## src/rtl/inst_pair_queue_if.sv

```systemverilog
// Instruction-pair types and the decode->queue->dispatch handshake bundle
// used by inst_pair_queue.
package inst_pair_queue_pkg;
  typedef struct packed {
    logic [31:0] pc;
    logic [31:0] op;
  } instruction_info_reg_t;

  // Slot 0 is the older instruction of the pair.
  typedef instruction_info_reg_t [1:0] pair_t;
endpackage

interface inst_pair_queue_if #(
  parameter int DEPTH_BITS = 3
);
  import inst_pair_queue_pkg::*;

  logic                in_valid;
  pair_t               in_inst;
  logic                full;
  logic                out_valid;
  pair_t               out_inst;
  logic                out_ready;
  logic                flush;
  logic [DEPTH_BITS:0] count;
  logic                overflow;

  modport master (
    output in_valid, in_inst, out_ready, flush,
    input  full, out_valid, out_inst, count, overflow
  );

  modport slave (
    input  in_valid, in_inst, out_ready, flush,
    output full, out_valid, out_inst, count, overflow
  );
endinterface

```

## src/rtl/inst_pair_queue.sv

```systemverilog
// Circular FIFO of decoded instruction pairs between decode and rename/dispatch.
// Optional same-cycle bypass on an empty queue: define INST_QUEUE_BYPASS_EN.
module inst_pair_queue
  import inst_pair_queue_pkg::*;
#(
  parameter int DEPTH       = 8,
  parameter int DEPTH_BITS  = 3,
  parameter int SUPERSCALAR = 2
) (
  input  logic                 clk,
  input  logic                 rst,
  inst_pair_queue_if.slave     q
);

  typedef instruction_info_reg_t [SUPERSCALAR-1:0] entry_t;

  entry_t                mem [DEPTH];
  logic [DEPTH_BITS:0]   head, tail;
  logic                  empty, full, byp, byp_take, push, pop, ovf;

  // Pointers carry an extra wrap bit so full and empty are distinguishable.
  assign empty = (head == tail);
  assign full  = (head[DEPTH_BITS-1:0] == tail[DEPTH_BITS-1:0]) &&
                 (head[DEPTH_BITS] != tail[DEPTH_BITS]);

`ifdef INST_QUEUE_BYPASS_EN
  assign byp = empty && q.in_valid && !q.flush;
`else
  assign byp = 1'b0;
`endif

  assign byp_take = byp && q.out_ready;
  assign pop      = !empty && q.out_ready;
  assign push     = q.in_valid && !full && !byp_take;

  assign q.full      = full;
  assign q.count     = tail - head;
  assign q.out_valid = !empty || byp;
  assign q.overflow  = ovf;

  always_comb begin
    q.out_inst = '0;
    if (!empty)   q.out_inst = mem[head[DEPTH_BITS-1:0]];
    else if (byp) q.out_inst = q.in_inst;
  end

  // Flush resets pointers only; stale storage is unreachable afterwards.
  always_ff @(posedge clk) begin
    if (!rst) begin
      head <= '0;
      tail <= '0;
      ovf  <= 1'b0;
      for (int i = 0; i < DEPTH; i++) mem[i] <= '0;
    end else if (q.flush) begin
      head <= '0;
      tail <= '0;
    end else begin
      if (push) begin
        mem[tail[DEPTH_BITS-1:0]] <= q.in_inst;
        tail <= tail + 1'b1;
      end
      if (pop) head <= head + 1'b1;
      if (q.in_valid && full) ovf <= 1'b1;
    end
  end

endmodule

```

## src/flat_wrapper.sv

```systemverilog
// flat-port wrapper written by rule: the top's interface ports become plain ports
module inst_pair_queue_flat import inst_pair_queue_pkg::*;
#(
  parameter int DEPTH       = 8,
  parameter int DEPTH_BITS  = 3,
  parameter int SUPERSCALAR = 2
)
  (clk, rst, q_in_valid, q_in_inst, q_out_ready, q_flush, q_full, q_out_valid, q_out_inst, q_count, q_overflow);
  inst_pair_queue_if #(.DEPTH_BITS(DEPTH_BITS)) q_i ();
  input  logic clk;
  input  logic rst;
  input wire logic [$bits(q_i.in_valid)-1:0] q_in_valid;
  input wire logic [$bits(q_i.in_inst)-1:0] q_in_inst;
  input wire logic [$bits(q_i.out_ready)-1:0] q_out_ready;
  input wire logic [$bits(q_i.flush)-1:0] q_flush;
  output wire logic [$bits(q_i.full)-1:0] q_full;
  output wire logic [$bits(q_i.out_valid)-1:0] q_out_valid;
  output wire logic [$bits(q_i.out_inst)-1:0] q_out_inst;
  output wire logic [$bits(q_i.count)-1:0] q_count;
  output wire logic [$bits(q_i.overflow)-1:0] q_overflow;
  assign q_i.in_valid = q_in_valid;
  assign q_i.in_inst = q_in_inst;
  assign q_i.out_ready = q_out_ready;
  assign q_i.flush = q_flush;
  assign q_full = q_i.full;
  assign q_out_valid = q_i.out_valid;
  assign q_out_inst = q_i.out_inst;
  assign q_count = q_i.count;
  assign q_overflow = q_i.overflow;
  inst_pair_queue #(.DEPTH(DEPTH), .DEPTH_BITS(DEPTH_BITS), .SUPERSCALAR(SUPERSCALAR)) u_core (.clk(clk), .rst(rst), .q(q_i));
endmodule
```

## config.mk

```make
export PLATFORM = sky130hd
export DESIGN_NAME = inst_pair_queue_flat
export DESIGN_NICKNAME = d
export VERILOG_FILES = /design/src/rtl/inst_pair_queue_if.sv /design/src/rtl/inst_pair_queue.sv /design/src/flat_wrapper.sv
export SDC_FILE = /design/constraint.sdc
export NUM_CORES = 1
export LEC_CHECK = 0
export CAP_MARGIN = 20
export CORE_MARGIN = 5
export CORE_UTILIZATION = 54
export CTS_CLUSTER_SIZE = 12
export DETAILED_ROUTE_END_ITERATION = 7
export PLACE_DENSITY = 0.8
export SLEW_MARGIN = 25
export SYNTH_ARGS = -nofsm -noshare
export SYNTH_HDL_FRONTEND = slang
export SYNTH_SLANG_ARGS = --single-unit
export TNS_END_PERCENT = 10
```

## constraint.sdc

```tcl
create_clock -name clk -period 11.9 [get_ports clk]
set_input_delay 1.19 -clock clk [delete_from_list [all_inputs] [get_ports clk]]
set_output_delay 1.19 -clock clk [all_outputs]
set_load 0.01 [all_outputs]
```

* Yosys cells after proc, flatten, opt, wreduce, memory -nomap -nowiden *
Memories as Yosys holds them, arrays and structs flattened. A register that Yosys moved wholly into a read port is not among the register bits.
Index checks and enable logic that the tools add are counted.

storage, ports and cells
  bits in read-only memories = 0
  register bits = 9
  input bits = 133
  word-level logic and storage cells = 32
  output and inout port bits = 135
  latch bits = 0
  memories = 1
  memory bits (writable) = 1024

cells by class
  div/mod/pow operators = 0
  multiplexer cells = 11
  shift-type cells = 0
  equal/unequal tests = 3
  bitwise operators = 2
  multipliers = 0
  $lt $le $gt $ge = 0
  add/sub/neg operators = 3
  reductions and logical operators = 9

memories
  memory      depth  bits a word  read ports  clocked after memory_dff  write ports  line                   RTL
  u_core.mem  8      128          1           1                         8            inst_pair_queue.sv:17  entry_t mem [DEPTH];

operator list
  operator             number
  $mux 128             2
  $reduce_or 128->1    1
  $mux 3               3
  $add 4x1->4 const B  2
  $mux 1               6
  $eq 4x4->1           1
  $logic_and 1x1->1    4
  $sub 4x4->4          1
  $eq 3x3->1           1
  $logic_not 1->1      2
  $not 1->1            2
  $reduce_and 2->1     1
  $reduce_or 2->1      1
  $ne 1x1->1           1

* Longest topological paths before layout *
  word-level depth = 10
  mapped depth = 9
  depth with buffers taken out = 6

* Worst setup path before layout *
OpenSTA, ideal clock, no wires.

  kind = input-to-reg
  from = input q_in_valid
  to = memory u_core.mem[0][0] in the netlist's numbering, enable pin
  buffers on the path = 1
  data required time = 11.095 ns
  setup slack = -0.021 ns
  setup time = 0.805 ns
  data arrival time = 11.115 ns
  stages on the path = 4
  path through = o21ai_4 or3_1 buf_2 o31ai_1

RTL lines
  what         line                   RTL
  from (decl)  flat_wrapper.sv:12     input wire logic [$bits(q_i.in_valid)-1:0] q_in_valid;
  to (decl)    inst_pair_queue.sv:17

* Worst setup path in the final report *
  from = register u_core.tail[2]
  to = output q_out_inst[5]

between the ends
  longest elaborated chain between the ends = 2

ends and longest elaborated chain
  what                    line                   RTL
  from (decl)             inst_pair_queue.sv:18  logic [DEPTH_BITS:0] head, tail;
  from (signal assigned)  inst_pair_queue.sv:60  tail <= tail + 1'b1;
  $eq 4x4->1              inst_pair_queue.sv:22  assign empty = (head == tail);
  $mux 128                inst_pair_queue.sv:43  if (!empty) q.out_inst = mem[head[DEPTH_BITS-1:0]];
  to (decl)               flat_wrapper.sv:18     output wire logic [$bits(q_i.out_inst)-1:0] q_out_inst;

Every way passes these cells.

==> out/qor.csv <==
metric,value,unit
net switching power,1.68,mW
die width,301,um
detailed-route wire length,119,mm
Via Count,27700,
Worst Hold Depth,1,
gr usage total,26.2,%
htree depth,3,
Worst EP arrival,5.09,ns
post-detailed-placement half-perimeter wirelength,62.0,mm
post-synthesis register bit count,1036,
reg-to-reg endpoint,u_core.mem[1][56],
initial antenna violation count,12,
CTS tree,built,
Netlist cell types,36,
worst flop-to-flop path startpoint,u_core.tail[0],
nets@finish,3341,
DP Area,0.0492,mm^2
DRT met1 WL,43.0,mm
vias per cell,6.27,
maximum vdd drop,0.118,mV
DIE HEIGHT,301,um
largest net degree at the start of global routing,183,
status,completed,
RSZ-0062 raised after global routing,false,
Max-cap violations,0,
worst slew pin tran,1.14,ns
multi-input logic area,0.0137,mm^2
Syn Inst Count,3038,
slowest CP cell,buf_4,
Sw Share,21.9,%
Antenna Nets Post-Route,0,
r2r worst-path depth,9,
CP Max Fanout,66,
wire length of the first global-routing pass,178,mm
"commonest non-fill, non-tap cell in the layout",edfxtp_1,
DRC,0,
flip-flop and latch area,0.0310,mm^2
P_leak,17.3,nW
hold buffers post-CTS,0,
initial core utilization,54.5,%
met2 routed WL,61.3,mm
pwr/cell area,146,mW/mm^2
R2R Setup Slk,7.30,ns
initial DRC count,3273,
Clock Tree Buf Depth,3,
Resize count post-CTS,0,
GPL Wtd Cong,0.785,
clk sinks,1036,
worst hold slack,0.463,ns
crit start category,flop,
pre-CTS setup slack,6.19,ns
final setup fails,0,
Final TNS setup,0,ns
clk slew on worst S/H paths,0.06,ns
Max Freq,159,MHz
CP dominant cell by count,buf_4,
DRT Pass-1 Iters,5,
WP data required,10.71,ns
CTS buffer count,105,
area delta synth->final,14.6,%
Setup Skew,0.0219,ns
post-route design area,0.0523,mm^2
Crit. End Element,primary output,
Critical path buffers and inverters,3,
setup bufs post-CTS,0,
Worst path max stage delay,0.86,ns
"Critical Path, Cell by Cell",ha_1 > and3_1 > a21oi_4 > buf_4 > buf_4 > a22o_1 > clkdlybuf4s50_1,
clock root cell,clkbuf_16,
Setup CP Type,flop to primary output,
port buffer count,267,
Post-Synthesis Cell Area,0.0457,mm^2
Final Hold Viols,0,
HP Class,flop to flop,
most frequent cells in the layout,"1024 x edfxtp_1, 392 x nor2_1, 384 x and2_1, 267 x clkdlybuf4s50_1, 262 x nand2_1",
cell depth of the worst setup path,7,
total grt overflow,0,
commonest register cell after synthesis,edfxtp_1,
worst setup path start,u_core.tail[2],
setup ws final,5.62,ns
asr flop ratio synth,0,%
Final period util,52.7,%
Post-Syn Nets,3177,
Row Count,106,
Die ar.,0.0905,mm^2
total chip power,7.66,mW
DR WL/cell,27.0,um
"Cell Count, Final, Fillers Out",4411,
Synth Area per Inst,15.0,um^2
internal power,5.98,mW
"CP delay by family, top",buffers and inverters,
Post-synth EDFFs,1024,
dpl cells,4228,
sequential fraction of the synthesis area,67.9,%
vias in the first global route,28800,
Clock Power Share,39.2,%
Rel. slew slack,23.9,%
filler cell count,6040,
Ys Warns,0,
routed wl met3,9.94,mm
Final min period,6.28,ns
core area,0.0838,mm^2
num ports,268,
Reg power frac,54.6,%
combinational power share,6.2,%
highest metal used,met5,
CP endpoint,q_out_inst[5],
final core occ,62.5,%
share of post-route cells with drive strength above 1,13.9,%
"Slew Viols, Final",0,
Worst-Skew Late Latency,0.67,ns
-- logic make-up (layout without fill, tap and decap cells) --
| group | after synthesis | after routing | share of synthesized area [%] |
|---|---|---|---|
| AND/OR/NAND/NOR | 1317 | 1317 | 13.7 |
| flip-flops | 1036 | 1036 | 67.9 |
| buffers and inverters | 265 | 494 | 2.62 |
| multiplexers | 256 | 256 | 12.6 |
| AO/OA/AOI/OAI | 149 | 149 | 2.77 |
| XOR/XNOR | 9 | 9 | 0.214 |
| adder cells (fa/ha/maj) | 6 | 6 | 0.181 |
| other | 0 | 10 | 0 |
-- worst min path at each step --
stage / start / to / slack, ns
2_1_floorplan: u_core.q.overflow / u_core.q.overflow / 0.51
3_3_place_gp: u_core.q.overflow / u_core.q.overflow / 0.45
3_5_place_dp: u_core.q.overflow / u_core.q.overflow / 0.45
4_1_cts: u_core.q.overflow / u_core.q.overflow / 0.47
5_1_grt: u_core.q.overflow / u_core.q.overflow / 0.49
6_report: u_core.q.overflow / u_core.q.overflow / 0.46
-- state kept, by name, summed over array words and instances, names as in the netlist, named ones only --
signal	flops
u_core.q.overflow	1
u_core.head	4
u_core.mem	1024
u_core.tail	4
-- layout make-up --
| cell class | count | share of cell area [%] |
|---|---|---|
| inverter | 7 | 0.0502 |
| clock inverter | 35 | 0.519 |
| tap | 1134 | 2.71 |
| multi-input combinational | 1737 | 26.1 |
| antenna | 10 | 0.0478 |
| sequential | 1036 | 59.2 |
| timing repair buffer | 315 | 6.05 |
| clock buffer | 137 | 5.31 |
-- power groups by stage --
| stage | Clock [mW] | Sequential (mW) | Combinational, mW |
|---|---|---|---|
| 3_5_place_dp | 0 | 4.26 | 0.472 |
| 5_1_grt | 3.19 | 4.19 | 0.497 |
| 4_1_cts | 3.04 | 4.18 | 0.474 |
| 3_3_place_gp | 0 | 4.25 | 0.467 |
| 2_1_floorplan | 0 | 4.29 | 0.246 |
| 6_report | 3.00 | 4.18 | 0.473 |
-- synthesized netlist by cell type (4+ instances only) --
library cell	instances	area, um^2
xnor2_1	6	52.6
edfxtp_1	1024	30700
nor2_1	393	1480
or3_1	4	25.0
inv_1	6	22.5
and2_1	385	2410
a22o_1	128	1120
ha_1	5	62.6
mux4_2	256	5770
nand2_1	264	991
clkbuf_1	109	409
dfxtp_1	12	240
buf_2	145	726
o31ai_1	5	37.5
nor3_1	258	1290
a21oi_1	7	35.0
-- layer usage --
layer / vias up / GRT usage, %
met5: - / 0
met4: 4 / 10.5
met3: 246 / 3.91
met2: 1584 / 45.4
met1: 14100 / 33.7
li1: 11800 / -
Power figures use the tool's default switching activity.
